### src/rtl/spi_master_multi.sv
// spi_master_multi: full-duplex SPI master (any width, CPOL/CPHA per transfer, NUM_SS one-hot selects); SPI_MASTER_MULTI_LSB_FIRST_EN adds lsb_first
module spi_master_multi #(
  parameter int DATA_W = 8,
  parameter int CLK_DIV = 10,
  parameter int NUM_SS = 4,
  localparam int SSW = NUM_SS > 1 ? $clog2(NUM_SS) : 1
) (
  input  logic              clock,
  input  logic              reset_n,
  input  logic              start,
  input  logic [DATA_W-1:0] tx_data,
  input  logic [SSW-1:0]    ss_sel,
  input  logic              cpol,
  input  logic              cpha,
`ifdef SPI_MASTER_MULTI_LSB_FIRST_EN
  input  logic              lsb_first,
`endif
  input  logic              miso,
  output logic              mosi,
  output logic              sclk,
  output logic [NUM_SS-1:0] ss_n,
  output logic [DATA_W-1:0] rx_data,
  output logic              ready,
  output logic              done
);
  localparam int DVW = $clog2(CLK_DIV);
  localparam int EW = $clog2(2 * DATA_W);
  typedef enum logic [2:0] {IDLE, SETUP, TRANSFER, HOLD, DONE} state_t;
  state_t state, state_nx;
  logic [DVW-1:0] div;
  logic [EW-1:0] edge_cnt;
  logic [DATA_W-1:0] tx_sr, rx_sr, tx_load;
  logic cpha_s, lsb_s, lsb_in, accept, wrap, tick, lead, last, shift_ev, sample_ev, out_bit, timed;
`ifdef SPI_MASTER_MULTI_LSB_FIRST_EN
  assign lsb_in = lsb_first;
`else
  assign lsb_in = 1'b0;
`endif
  assign ready = state == IDLE;
  assign accept = start && ready;
  assign timed = state == SETUP || state == TRANSFER || state == HOLD;
  assign wrap = div == DVW'(CLK_DIV - 1);
  assign tick = state == TRANSFER && wrap;
  assign lead = !edge_cnt[0];
  assign last = edge_cnt == EW'(2 * DATA_W - 1);
  // the final trailing edge of CPHA=0 leaves the last bit on mosi through HOLD
  assign shift_ev = tick && (cpha_s ? lead : !lead && !last);
  assign sample_ev = tick && (cpha_s ? !lead : lead);
  assign out_bit = lsb_s ? tx_sr[0] : tx_sr[DATA_W-1];
  assign tx_load = lsb_in ? tx_data >> 1 : tx_data << 1;
  always_comb begin
    state_nx = state;
    case (state)
      IDLE:     if (start) state_nx = SETUP;
      SETUP:    if (wrap) state_nx = TRANSFER;
      TRANSFER: if (wrap && last) state_nx = HOLD;
      HOLD:     if (wrap) state_nx = DONE;
      default:  state_nx = IDLE;
    endcase
  end
  always_ff @(posedge clock or negedge reset_n)
    if (!reset_n) state <= IDLE;
    else state <= state_nx;
  always_ff @(posedge clock or negedge reset_n) begin
    if (!reset_n) begin
      div <= '0;
      edge_cnt <= '0;
      tx_sr <= '0;
      rx_sr <= '0;
      cpha_s <= 1'b0;
      lsb_s <= 1'b0;
      mosi <= 1'b0;
      sclk <= 1'b0;
      ss_n <= '1;
      rx_data <= '0;
      done <= 1'b0;
    end else begin
      div <= timed && !wrap ? div + DVW'(1) : '0;
      done <= state == HOLD && wrap;
      if (state == IDLE) sclk <= cpol;
      if (tick) begin
        sclk <= ~sclk;
        edge_cnt <= last ? '0 : edge_cnt + EW'(1);
      end
      if (accept) begin
        cpha_s <= cpha;
        lsb_s <= lsb_in;
        ss_n <= ~(NUM_SS'(1) << ss_sel);
        tx_sr <= cpha ? tx_data : tx_load;
        mosi <= cpha ? 1'b0 : lsb_in ? tx_data[0] : tx_data[DATA_W-1];
      end
      if (shift_ev) begin
        mosi <= out_bit;
        tx_sr <= lsb_s ? tx_sr >> 1 : tx_sr << 1;
      end
      if (sample_ev) rx_sr <= lsb_s ? {miso, rx_sr[DATA_W-1:1]} : {rx_sr[DATA_W-2:0], miso};
      if (state == HOLD && wrap) begin
        rx_data <= rx_sr;
        ss_n <= '1;
        mosi <= 1'b0;
      end
    end
  end
endmodule

### config.mk
export PLATFORM = sky130hd
export DESIGN_NAME = spi_master_multi
export DESIGN_NICKNAME = d
export VERILOG_FILES = /design/src/rtl/spi_master_multi.sv
export SDC_FILE = /design/constraint.sdc
export NUM_CORES = 1
export LEC_CHECK = 0
export BUFFER_PORTS_ARGS = -buffer_cell sky130_fd_sc_hd__buf_2
export CORE_MARGIN = 2
export CORE_UTILIZATION = 30
export DETAILED_ROUTE_END_ITERATION = 16
export HOLD_SLACK_MARGIN = 0.08
export SKIP_LAST_GASP = 1
export SYNTH_ARGS = -nofsm -noshare
export SYNTH_HDL_FRONTEND = slang
export SYNTH_SLANG_ARGS = --single-unit
export TNS_END_PERCENT = 100
### constraint.sdc
create_clock -name clock -period 2 [get_ports clock]
set_input_delay 0.5 -clock clock [delete_from_list [all_inputs] [get_ports clock]]
set_output_delay 0.5 -clock clock [all_outputs]
set_load 0.05 [all_outputs]
==> impl_metrics.ini <==
[power_and_ir_drop]
switching_share_pct = 37.32
pwr-share-clk_pct = 19.1
intPower_mw = 1.695
p_sw_mw = 1.010
peakVddDrop_mv = 0.4708
leakagePower_nw = 1.102
seqPwrFrac_pct = 47.5
powerDensity_mw_per_mm2 = 1155
p_comb_share_pct = 33.5

[setup_path]
slowest_delay_ns = 0.47
worstPathArrival_ns = 1.34
crit_chain = nor3_2 > buf_2
cp_data_required_time_ns = 1.50
crit_path_top_delay_cell = dfrtp_1
critPathMaxFanout = 7
crit_end = ready
ff2ff_setup_slack_ns = 0.25
cp-end-kind = output pin
r2r_start = state[1]$_DFFE_PN0P_
critPathKind = reg2out
startpoint = state[2]$_DFFE_PN0P_
cp-start-kind = register
worstReg2RegEnd = edge_cnt[3]$_DFFE_PN0P_
reg2regPathDepth = 4

[detailed_routing]
drc_errors = 0
num_vias = 1372
routed_wl_mm = 3.510
post_drt_wl_per_cell_um = 12.19
ant_nets = 0
drt_iter0_markers = 32
via_per_inst = 4.764
drt-pass1-iter-count = 6

[cells_and_area]
diodes = 0
design_area_mm2 = 0.002342
areaGrowthSynthToFinish_pct = 16.78
final_util_pct = 36.47
layout_common_cells = dfrtp_1 (39), buf_2 (31), nand2_1 (20)
fin_cells = 288
layout_commonest_cell = dfrtp_1
drive_gt1_share_pct = 35.07
final_nets = 229

[synth]
syn_nets = 194
avgSynthCellArea_um2 = 11.46
syn_inst = 175
synth_edf_count = 0
yosysSeqAreaShare_pct = 53.90
ys_ff_latch = 43
synth_top_area_share_pct = 48.66
synthTopCellsByArea = dfrtp_1 (49%), mux2_2 (10%), dfstp_2 (5.2%)
async_reset_ff_share_pct = 100.0
ys_warn_count = 0
ys_types = 42
synth.largest_area_cell = dfrtp_1
synth_ff_type = dfrtp_1
syn-cell-area_mm2 = 0.002006

[cts]
clkTransAtPathRegs_ns = 0.08
hold_buffers = 0
cts_buffers = 5
clk_latency_ns = 0.28
cts_resized = 0
clockBufferDepth = 2
root_buffer = clkbuf_8
clkSinkCount = 43
cts_max_level = 2
tritoncts = done
cts_setup_buffers = 0

[timing]
setup_viol = 0
rsz0062_at_grt = no
whs_ns = 0.1985
hold_viol = 0
clock.fmax_ghz = 0.5438
tightest_slew_ns = 0.5550
drv_slew = 0
finalClockSkew_ns = 0.004941
fin_setup_tns_ns = 0
period_share_pct = 91.94
period_minus_slack_ns = 1.839
slew_headroom_pct = 63.00

[die]
fp.dieW_um = 85.77
initial_core_util_pct = 31.23
die_h_um = 85.77
io_pins = 32
dieArea_mm2 = 0.007356
core-area_mm2 = 0.006422
rows = 29

[grt]
grt_max_degree = 25
globalRouteMet1Util_pct = 14.08
grt_pass1_wl_mm = 6.072
grt_pass1_vias = 1289
grt_antenna_before_repair = 0
top_usage_layer = met2
grt_usage_pct = 10.39
grtUsageMet2_pct = 15.91
use_met3_pct = 3.176
grt-ovfl-total = 0

[place]
dpl-instance-area_mm2 = 0.002261
io_buffers = 31
place_congestion = 0.7593
dp_cells = 280
dp_hpwl_mm = 2.568

[hold_path]
hold_class = in2async

[run]
maxCapViolCount = 0

[status]
status = complete, no violations
## logic make-up (layout without fill, tap and decap cells)
logic type               Yosys count  after routing  share of synthesized area, %
adder cells (fa/ha/maj)            3              3                         1.872
AND/OR/NAND/NOR                   54             54                         15.72
AO/OA/AOI/OAI                     29             29                         8.359
multiplexers                      26             26                         14.10
flip-flops                        43             43                         53.90
XOR/XNOR                           5              5                         2.184
buffers and inverters             15             51                         3.868
## routing by layer
metal / vias up / wire length (µm)
li1: 683 / -
met1: 662 / 1745
met2: 23 / 1612
met3: 4 / 111
met4: 0 / 42
met5: - / 0
## flip-flops by register name, summed over array words and instances (netlist names)
name      cells
ss_n          4
rx_sr         8
cpha_s        1
rx_data       8
mosi          1
edge_cnt      4
div           4
done          1
tx_sr         8
state         3
sclk          1
## power groups by stage
stage | combinational [mW] | clock (mW) | sequential [mW]
floorplan | 0.515 | 0 | 1.49
global route | 1.01 | 0.581 | 1.32
CTS | 0.922 | 0.546 | 1.29
global placement | 0.903 | 0 | 1.30
finish | 0.905 | 0.516 | 1.28
detailed placement | 0.920 | 0 | 1.30
## critical path: cells and delay by family (launching register included)
kind | cells | cell delay, ns
buffers and inverters | 1 | 0.31
and+or+nand+nor | 1 | 0.28
DFF | 1 | 0.47
## layout make-up
type | count | area [µm²]
Clock inverter | 1 | 5.005
Inverter | 7 | 26.28
Clock buffer | 7 | 76.32
Multi-Input combinational cell | 117 | 852.1
Sequential cell | 43 | 1081
Fill cell | 648 | 4080
Timing Repair Buffer | 36 | 205.2
Tap cell | 77 | 96.34
## worst min path at each step
| stage | startpoint | end | slack (ns) | depth (start not counted) |
|---|---|---|---|---|
| finish | reset_n | tx_sr[4]$_DFFE_PN0P_ | 0.20 | 1 |
| global route | reset_n | tx_sr[2]$_DFFE_PN0P_ | 0.21 | 1 |
| CTS | reset_n | tx_sr[3]$_DFFE_PN0P_ | 0.20 | 1 |
| detailed placement | tx_sr[6]$_DFFE_PN0P_ | tx_sr[7]$_DFFE_PN0P_ | 0.47 | 2 |
| global placement | tx_sr[1]$_DFFE_PN0P_ | tx_sr[2]$_DFFE_PN0P_ | 0.46 | 2 |
| floorplan | reset_n | cpha_s$_DFFE_PN0P_ | 0.20 | 0 |
## Yosys cell counts (2+ instances only)
cell type  number
mux2i_1         8
xor2_1          2
o21ai_0        17
nor2_1          8
buf_6           2
nand3_1         2
nand2_1        20
buf_2           2
clkbuf_1        3
nor3_1          7
mux2_2         18
dfstp_2         4
a31oi_1         4
dfrtp_1        39
inv_1           7
ha_1            3
xnor2_1         3
nand4_1         2
## metrics by stage
stage	worst slack (ns)	power (mW)
floorplan	0.3020	2.004
global placement	0.2891	2.199
detailed placement	0.2550	2.222
CTS	0.1272	2.755
global route	0.07579	2.914
finish	0.1612	2.705
Power figures use the tool's default switching activity.
